<file path="config.mk">
export PLATFORM = sky130hd
export DESIGN_NAME = median_hist_sequencer_flat
export DESIGN_NICKNAME = d
export VERILOG_FILES = /design/src/rtl/median_hist_sequencer_if.sv /design/src/rtl/median_hist_sequencer.sv /design/src/flat_wrapper.sv
export SDC_FILE = /design/constraint.sdc
export NUM_CORES = 1
export LEC_CHECK = 0
export CAP_MARGIN = 10
export CORE_UTILIZATION = 55
export DETAILED_ROUTE_END_ITERATION = 6
export MAX_ROUTING_LAYER = met4
export PLACE_DENSITY = 0.79
export SYNTH_ARGS = -nofsm -noshare
export SYNTH_HDL_FRONTEND = slang
export SYNTH_SLANG_ARGS = --single-unit
</file>
<file path="constraint.sdc">
create_clock -name clk -period 8.01 [get_ports clk]
set_input_delay 0.801 -clock clk [delete_from_list [all_inputs] [get_ports clk]]
set_output_delay 0.801 -clock clk [all_outputs]
set_load 0.005 [all_outputs]
</file>
<file path="src/rtl/median_hist_sequencer_if.sv">
// Host-side and datapath-side signals of the median/histogram sequencer.
// master = sequencer view, slave = host/datapath view.
interface median_hist_sequencer_if;
    logic        loadReq;
    logic        runReq;
    logic        hostAbort;
    logic [12:0] thresholdIn;
    logic        pixelIn;
    logic        pixelValid;
    logic        loadReady;
    logic        imgReady;
    logic        writeMem;
    logic [7:0]  xAddressIn;
    logic [7:0]  yAddressIn;
    logic        dataIn;
    logic        start;
    logic [12:0] threshold;
    logic        readHistogram;
    logic        readMedianImage;
    logic        wakeUp;
    logic        fullImageDone;
    logic        xValid;
    logic        yValid;
    logic        medianAddrValid;
    logic        busy;
    logic        done;
    logic        error;
    logic [2:0]  stateOut;

    modport master (
        input  loadReq, runReq, hostAbort, thresholdIn, pixelIn, pixelValid,
               imgReady, wakeUp, fullImageDone, xValid, yValid,
        output loadReady, writeMem, xAddressIn, yAddressIn, dataIn, start,
               threshold, readHistogram, readMedianImage, medianAddrValid,
               busy, done, error, stateOut
    );

    modport slave (
        output loadReq, runReq, hostAbort, thresholdIn, pixelIn, pixelValid,
               imgReady, wakeUp, fullImageDone, xValid, yValid,
        input  loadReady, writeMem, xAddressIn, yAddressIn, dataIn, start,
               threshold, readHistogram, readMedianImage, medianAddrValid,
               busy, done, error, stateOut
    );
endinterface

</file>
<file path="src/rtl/median_hist_sequencer.sv">
// Load / filter / histogram / readout sequencer for the median-filter datapath.
// Owns every datapath control; adds phase timeouts and a host abort.
module median_hist_sequencer #(
    parameter int X_MAX          = 255,
    parameter int Y_MAX          = 255,
    parameter int TIMEOUT_CYCLES = 2**20,
    parameter int READ_LAT       = 1
) (
    input logic                     clk,
    input logic                     reset,
    median_hist_sequencer_if.master bus
);
    localparam int            TW         = $clog2(TIMEOUT_CYCLES + 1);
    localparam logic [TW-1:0] TMO_LIM    = TW'(TIMEOUT_CYCLES);
    localparam logic [7:0]    X_LAST     = 8'(X_MAX);
    localparam logic [7:0]    Y_LAST     = 8'(Y_MAX);
    localparam logic [8:0]    X_BINS     = 9'(X_MAX + 1);
    localparam logic [8:0]    Y_BINS     = 9'(Y_MAX + 1);
    localparam logic [1:0]    DRAIN_LAST = 2'(READ_LAT - 1);

    typedef enum logic [2:0] {
        S_IDLE   = 3'd0,
        S_LOAD   = 3'd1,
        S_START  = 3'd2,
        S_FILTER = 3'd3,
        S_HIST   = 3'd4,
        S_READ   = 3'd5,
        S_DONE   = 3'd6,
        S_ERROR  = 3'd7
    } state_t;

    state_t        state, state_nxt;
    logic [7:0]    cx, cy;
    logic          fin;
    logic [7:0]    wx, wy;
    logic          wd, wv;
    logic [8:0]    xcnt, ycnt;
    logic [TW-1:0] tmo;
    logic [1:0]    drain;
    logic          loaded;
    logic [12:0]   thr;

    logic          accept, issue, at_last;
    logic [7:0]    x_next, y_next;
    logic [TW-1:0] tmo_inc;
    logic          tmo_hit;
    logic [8:0]    xcnt_nxt, ycnt_nxt;
    logic          hist_done;
    logic          unused_wake;

    // One raster cursor serves both the load and the readout scan.
    assign accept    = (state == S_LOAD) && !fin && bus.pixelValid;
    assign issue     = (state == S_READ) && !fin && bus.imgReady;
    assign at_last   = (cx == X_LAST) && (cy == Y_LAST);
    assign x_next    = (cx == X_LAST) ? 8'd0 : cx + 8'd1;
    assign y_next    = (cx == X_LAST) ? cy + 8'd1 : cy;
    assign tmo_inc   = (tmo == TMO_LIM) ? tmo : tmo + 1'b1;
    assign tmo_hit   = (tmo_inc == TMO_LIM);
    assign xcnt_nxt  = xcnt + {8'd0, bus.xValid && (xcnt != X_BINS)};
    assign ycnt_nxt  = ycnt + {8'd0, bus.yValid && (ycnt != Y_BINS)};
    assign hist_done = (xcnt_nxt == X_BINS) && (ycnt_nxt == Y_BINS);

    assign bus.busy      = (state != S_IDLE);
    assign bus.stateOut  = state;
    assign bus.threshold = thr;
    assign unused_wake   = bus.wakeUp;

    always_ff @(posedge clk or negedge reset) begin
        if (!reset) state <= S_IDLE;
        else        state <= state_nxt;
    end

    always_comb begin
        state_nxt           = state;
        bus.loadReady       = 1'b0;
        bus.writeMem        = 1'b0;
        bus.dataIn          = 1'b0;
        bus.xAddressIn      = 8'd0;
        bus.yAddressIn      = 8'd0;
        bus.start           = 1'b0;
        bus.readHistogram   = 1'b0;
        bus.readMedianImage = 1'b0;
        bus.done            = 1'b0;
        bus.error           = 1'b0;
        unique case (state)
            S_IDLE: begin
                if (bus.loadReq)                state_nxt = S_LOAD;
                else if (bus.runReq && loaded)  state_nxt = S_START;
            end
            S_LOAD: begin
                bus.loadReady  = !fin;
                bus.writeMem   = wv;
                bus.dataIn     = wd;
                bus.xAddressIn = wx;
                bus.yAddressIn = wy;
                if (fin) state_nxt = S_IDLE;
            end
            S_START: begin
                bus.start = 1'b1;
                state_nxt = S_FILTER;
            end
            S_FILTER: begin
                if (bus.fullImageDone) state_nxt = S_HIST;
                else if (tmo_hit)      state_nxt = S_ERROR;
            end
            S_HIST: begin
                bus.readHistogram = 1'b1;
                if (hist_done)    state_nxt = S_READ;
                else if (tmo_hit) state_nxt = S_ERROR;
            end
            S_READ: begin
                bus.readMedianImage = 1'b1;
                bus.xAddressIn      = cx;
                bus.yAddressIn      = cy;
                if (READ_LAT == 0) begin
                    if (issue && at_last) state_nxt = S_DONE;
                end else if (fin && (drain == DRAIN_LAST)) begin
                    state_nxt = S_DONE;
                end
            end
            S_DONE: begin
                bus.done  = 1'b1;
                state_nxt = S_IDLE;
            end
            S_ERROR: begin
                bus.error = 1'b1;
            end
        endcase
        if (bus.hostAbort) state_nxt = S_IDLE;
    end

    always_ff @(posedge clk or negedge reset) begin
        if (!reset) begin
            cx <= '0; cy <= '0; fin <= 1'b0;
            wx <= '0; wy <= '0; wd <= 1'b0; wv <= 1'b0;
            xcnt <= '0; ycnt <= '0; tmo <= '0; drain <= '0;
            loaded <= 1'b0; thr <= '0;
        end else if (bus.hostAbort) begin
            cx <= '0; cy <= '0; fin <= 1'b0; wv <= 1'b0;
            xcnt <= '0; ycnt <= '0; tmo <= '0; drain <= '0;
            if (state == S_LOAD) loaded <= 1'b0;
        end else begin
            wv <= accept;
            if (accept) begin
                wx <= cx;
                wy <= cy;
                wd <= bus.pixelIn;
            end
            if (accept || issue) begin
                if (at_last) fin <= 1'b1;
                else begin
                    cx <= x_next;
                    cy <= y_next;
                end
            end
            if (state == S_FILTER || state == S_HIST) tmo <= tmo_inc;
            if (state == S_HIST) begin
                xcnt <= xcnt_nxt;
                ycnt <= ycnt_nxt;
            end
            if (state == S_READ && fin) drain <= drain + 2'd1;
            if (state == S_LOAD && fin) loaded <= 1'b1;
            if (state == S_IDLE && state_nxt == S_START) thr <= bus.thresholdIn;
            // Every phase change starts the next phase with fresh cursors and counters.
            if (state_nxt != state) begin
                cx <= '0; cy <= '0; fin <= 1'b0;
                xcnt <= '0; ycnt <= '0; tmo <= '0; drain <= '0;
                if (state_nxt == S_LOAD) begin
                    wx <= '0; wy <= '0; wd <= 1'b0;
                end
            end
        end
    end

    generate
        if (READ_LAT == 0) begin : g_lat0
            assign bus.medianAddrValid = issue;
        end else begin : g_lat
            logic [READ_LAT:1] vld_pipe;
            always_ff @(posedge clk or negedge reset) begin
                if (!reset)             vld_pipe <= '0;
                else if (bus.hostAbort) vld_pipe <= '0;
                else                    vld_pipe <= READ_LAT'({vld_pipe, issue});
            end
            assign bus.medianAddrValid = vld_pipe[READ_LAT];
        end
    endgenerate
endmodule
</file>
<file path="src/flat_wrapper.sv">
// flat-port wrapper written by rule: the top's interface ports become plain ports
module median_hist_sequencer_flat 
#(
    parameter int X_MAX          = 255,
    parameter int Y_MAX          = 255,
    parameter int TIMEOUT_CYCLES = 2**20,
    parameter int READ_LAT       = 1
)
  (clk, reset, bus_loadReq, bus_runReq, bus_hostAbort, bus_thresholdIn, bus_pixelIn, bus_pixelValid, bus_imgReady, bus_wakeUp, bus_fullImageDone, bus_xValid, bus_yValid, bus_loadReady, bus_writeMem, bus_xAddressIn, bus_yAddressIn, bus_dataIn, bus_start, bus_threshold, bus_readHistogram, bus_readMedianImage, bus_medianAddrValid, bus_busy, bus_done, bus_error, bus_stateOut);
  median_hist_sequencer_if bus_i ();
  input logic clk;
  input logic reset;
  input wire logic [$bits(bus_i.loadReq)-1:0] bus_loadReq;
  input wire logic [$bits(bus_i.runReq)-1:0] bus_runReq;
  input wire logic [$bits(bus_i.hostAbort)-1:0] bus_hostAbort;
  input wire logic [$bits(bus_i.thresholdIn)-1:0] bus_thresholdIn;
  input wire logic [$bits(bus_i.pixelIn)-1:0] bus_pixelIn;
  input wire logic [$bits(bus_i.pixelValid)-1:0] bus_pixelValid;
  input wire logic [$bits(bus_i.imgReady)-1:0] bus_imgReady;
  input wire logic [$bits(bus_i.wakeUp)-1:0] bus_wakeUp;
  input wire logic [$bits(bus_i.fullImageDone)-1:0] bus_fullImageDone;
  input wire logic [$bits(bus_i.xValid)-1:0] bus_xValid;
  input wire logic [$bits(bus_i.yValid)-1:0] bus_yValid;
  output wire logic [$bits(bus_i.loadReady)-1:0] bus_loadReady;
  output wire logic [$bits(bus_i.writeMem)-1:0] bus_writeMem;
  output wire logic [$bits(bus_i.xAddressIn)-1:0] bus_xAddressIn;
  output wire logic [$bits(bus_i.yAddressIn)-1:0] bus_yAddressIn;
  output wire logic [$bits(bus_i.dataIn)-1:0] bus_dataIn;
  output wire logic [$bits(bus_i.start)-1:0] bus_start;
  output wire logic [$bits(bus_i.threshold)-1:0] bus_threshold;
  output wire logic [$bits(bus_i.readHistogram)-1:0] bus_readHistogram;
  output wire logic [$bits(bus_i.readMedianImage)-1:0] bus_readMedianImage;
  output wire logic [$bits(bus_i.medianAddrValid)-1:0] bus_medianAddrValid;
  output wire logic [$bits(bus_i.busy)-1:0] bus_busy;
  output wire logic [$bits(bus_i.done)-1:0] bus_done;
  output wire logic [$bits(bus_i.error)-1:0] bus_error;
  output wire logic [$bits(bus_i.stateOut)-1:0] bus_stateOut;
  assign bus_i.loadReq = bus_loadReq;
  assign bus_i.runReq = bus_runReq;
  assign bus_i.hostAbort = bus_hostAbort;
  assign bus_i.thresholdIn = bus_thresholdIn;
  assign bus_i.pixelIn = bus_pixelIn;
  assign bus_i.pixelValid = bus_pixelValid;
  assign bus_i.imgReady = bus_imgReady;
  assign bus_i.wakeUp = bus_wakeUp;
  assign bus_i.fullImageDone = bus_fullImageDone;
  assign bus_i.xValid = bus_xValid;
  assign bus_i.yValid = bus_yValid;
  assign bus_loadReady = bus_i.loadReady;
  assign bus_writeMem = bus_i.writeMem;
  assign bus_xAddressIn = bus_i.xAddressIn;
  assign bus_yAddressIn = bus_i.yAddressIn;
  assign bus_dataIn = bus_i.dataIn;
  assign bus_start = bus_i.start;
  assign bus_threshold = bus_i.threshold;
  assign bus_readHistogram = bus_i.readHistogram;
  assign bus_readMedianImage = bus_i.readMedianImage;
  assign bus_medianAddrValid = bus_i.medianAddrValid;
  assign bus_busy = bus_i.busy;
  assign bus_done = bus_i.done;
  assign bus_error = bus_i.error;
  assign bus_stateOut = bus_i.stateOut;
  median_hist_sequencer #(.X_MAX(X_MAX), .Y_MAX(Y_MAX), .TIMEOUT_CYCLES(TIMEOUT_CYCLES), .READ_LAT(READ_LAT)) u_core (.clk(clk), .reset(reset), .bus(bus_i));
endmodule
</file>
==> metrics.txt <==
Setup Buffers After CTS 0; Die Area 10,720 sq um; cts hold-fix bufs 0; largest net degree at the start of global routing 65; vias per cell 6.177; Slew @ Worst Pin 1200 ps; Final GP Congestion 0.9034; number of detailed-route iterations in the first pass 4; max-slew violation count 0; switch share 0.2707; Primary FF master, synth dfrtp_1; # clock sinks between 90 and 100; Setup CP Type reg2reg; Yosys top cell area share 0.4148; DR vias about 5,000; setup TNS 0 ps; residual DRC count 0; vias in the first global route 4,701; largest cells by area after synthesis dfrtp_1, nor4_1, nand2_1; Final nets 683; grt total ovfl 0; crit path launch type flip-flop; FF+latch count, synth 94; Data required, critical path ~8000 ps; Post-Route WL 13.42 mm; Hold Crit Class in2async; Wirelength per Cell 17.08 um; Synth async-reset ratio 1.000; Slew HR 0.2001; post-synth net total 649; worst-path cell chain ha_1 > nand4_1 > nor4_2 > o21a_1 > o21ai_0 > nor4_4 > o311a_2 > a2111oi_0; sequential fraction of the synthesis area 0.4148; mapped cell area 5670 sq um; Syn Inst Count roughly 620; CP delay by family, top compound AO/OA/AOI/OAI gates; Clock Power Share 0.340; Post-synth EDFFs 0; PortBufs 65; Core Box Area 9864 sq um; PwrDens approximately 130 nW/um^2; Reg power frac 0.566; initial antenna violation count 0; hpwl dp ~8.8 mm; cts repair resizes 0; fillcell total 819; die height between 100 and 150 um; # rows 36; number of max-cap violations 0; DRT iter0 DRCs 271; Antenna Nets Post-Route 0; crit path time final between 4000 and 5000 ps; critical path's largest stage delay 1090 ps; post-route insts no fill approximately 790; CP Data Arrival Time 4370 ps; Yosys cell types 68; H-tree depth 3; RSZ-0062 raised after global routing no; Int Pwr 0.0006203 W; final worst path period share 0.5211; Clock Tree Buf Depth 2; combinational group share of total power 0.094; Initial Util 0.5748; maximum vdd drop 101.1 uV; dpl cells 770; Inserted Clock Buffers 9; ant diodes 0; area leader, netlist dfrtp_1; Top Ports 67; Critical Path Slowest Stage Cell o311a_2; Avg Cell Area, Syn approximately 9.2 sq um; Clock transition at path regs 100 ps; Crit. End Element flip-flop; R2R Setup Slk 3840 ps; skew final 13.70 ps; CTS tree done; Die Wd roughly 100 um; final setup fails 0; layout cell share with drive strength beyond 1 0.08270; sw power about 0.00023 W; max frequency 0.2396 GHz; CP Buf/Inv Count 0; Root Buffer clkbuf_8; gr usage total 0.2688; Final Hold Fails 0; peak fanout along the critical path 58; first-pass GRT wire length 22.99 mm; YS warnings 0; area delta synth->final 14.39%; clk_lat worst skew 380 ps; Pleak between 2 and 3 nW; status finished clean
[cell usage after synthesis (10+ instances only)]
cell type / count
inv_1: 16
mux2i_1: 11
nor4_1: 66
clkbuf_1: 34
a22o_1: 16
nand3_1: 20
xnor2_1: 23
dfrtp_1: 94
nand2_1: 74
nor2_1: 21
o21ai_0: 14
and3_1: 10
mux2_4: 10
a21oi_1: 27
nand4_1: 13
xor2_1: 26
and2_1: 10
nor3_1: 23
[area by class of cell]
cell class	instances	area, sq um	area share
clock buffer	9	123.9	0.01910
clock inverter	6	46.29	0.007137
sequential	94	2352	0.3627
inverter	17	63.81	0.009838
timing repair buffer	73	703.2	0.1084
tap	133	166.4	0.02566
multi-input combinational	454	3030	0.4672
[power groups by stage]
stage	combinational (W)	clock [W]	sequential (W)
finish	0.0000804	0.000289	0.000481
global route	0.0000878	0.000316	0.000482
CTS	0.0000801	0.000296	0.000481
detailed placement	0.0000795	0	0.000491
global placement	0.0000782	0	0.000490
floorplan	0.0000398	0	0.000489
[routing by layer]
layer / vias to the layer above / track usage / share of wire
met5: - / - / 0
met4: 0 / 0.08696 / 0.013
met3: 18 / 0.04279 / 0.047
met2: 135 / 0.4204 / 0.48
met1: 2365 / 0.3593 / 0.46
li1: 2337 / - / -
[state kept, by name (all words and copies together) (netlist names)]
register and cells:
u_core.loaded 1, u_core.fin 1, u_core.wy 8, u_core.xcnt 9, u_core.bus.threshold 13, u_core.cx 8
u_core.drain 2, u_core.bus.medianAddrValid 1, u_core.tmo 21, u_core.wv 1, u_core.cy 8, u_core.wd 1
u_core.ycnt 9, u_core.wx 8, u_core.bus.stateOut 3
[cell usage in the layout (no fill, tap or decap), drive strengths merged, types with 3 or more instances in the layout]
cell type | synthesis | final
and4 | 4 | 4
inv | 16 | 18
clkinv | 1 | 3
nor4 | 69 | 69
nand2b | 6 | 6
o22ai | 4 | 4
o21ai | 15 | 15
mux2 | 13 | 13
a22o | 16 | 16
clkbuf | 34 | 9
o21a | 3 | 3
buf | 16 | 10
o41ai | 3 | 3
nand2 | 74 | 74
xnor2 | 23 | 23
nor2 | 21 | 21
o211ai | 4 | 4
a21oi | 27 | 27
nand3 | 20 | 20
and2 | 10 | 10
nand4 | 13 | 13
dfrtp | 94 | 94
nor2b | 3 | 3
clkdlybuf4s50 | 0 | 63
or3 | 6 | 6
nor3 | 23 | 23
ha | 9 | 9
xor2 | 26 | 26
and3 | 11 | 11
o31a | 3 | 3
mux2i | 11 | 11
[final timing paths]
path                                          from                       end  cells after the start
max in group asynchronous                    reset  u_core.bus.threshold[10]                      2
min reg2reg                u_core.bus.threshold[4]   u_core.bus.threshold[4]                      1
max                                  u_core.tmo[0]              u_core.cx[3]                      8
min in group clk           u_core.bus.threshold[4]   u_core.bus.threshold[4]                      1
min                                          reset             u_core.tmo[0]                      1
max reg2reg                          u_core.tmo[0]              u_core.cx[3]                      8
[cells by family after synthesis]
logic type	synth area share
flip-flops	0.4148
multiplexers	0.05185
buffers and inverters	0.05296
AO/OA/AOI/OAI	0.1256
AND/OR/NAND/NOR	0.2593
XOR/XNOR	0.07568
adder cells (fa/ha/maj)	0.01986
[worst register-to-register path: stages (launching register included)]
cell	delay, ps
dfrtp_1	550
ha_1	380
nand4_1	320
nor4_2	610
o21a_1	210
o21ai_0	130
nor4_4	530
o311a_2	1090
a2111oi_0	170
[through the flow]
stage | instance area (sq um) | total power, W | hold slack [ps] | util | setup WS, ps
2_1_floorplan | 5670 | 0.0005285 | 491.2 | - | 4243
5_1_grt | 6486 | 0.0008863 | 373.8 | 0.6575 | 3571
4_1_cts | 6479 | 0.0008575 | 349.9 | 0.6568 | 3885
3_5_place_dp | 6309 | 0.0005702 | 494.1 | 0.6395 | 3883
3_3_place_gp | 6309 | 0.0005686 | 492.3 | 0.6395 | 3940
6_report | 6486 | 0.0008506 | 337.5 | 0.6575 | 3836
(Power assumes the default switching activity.)
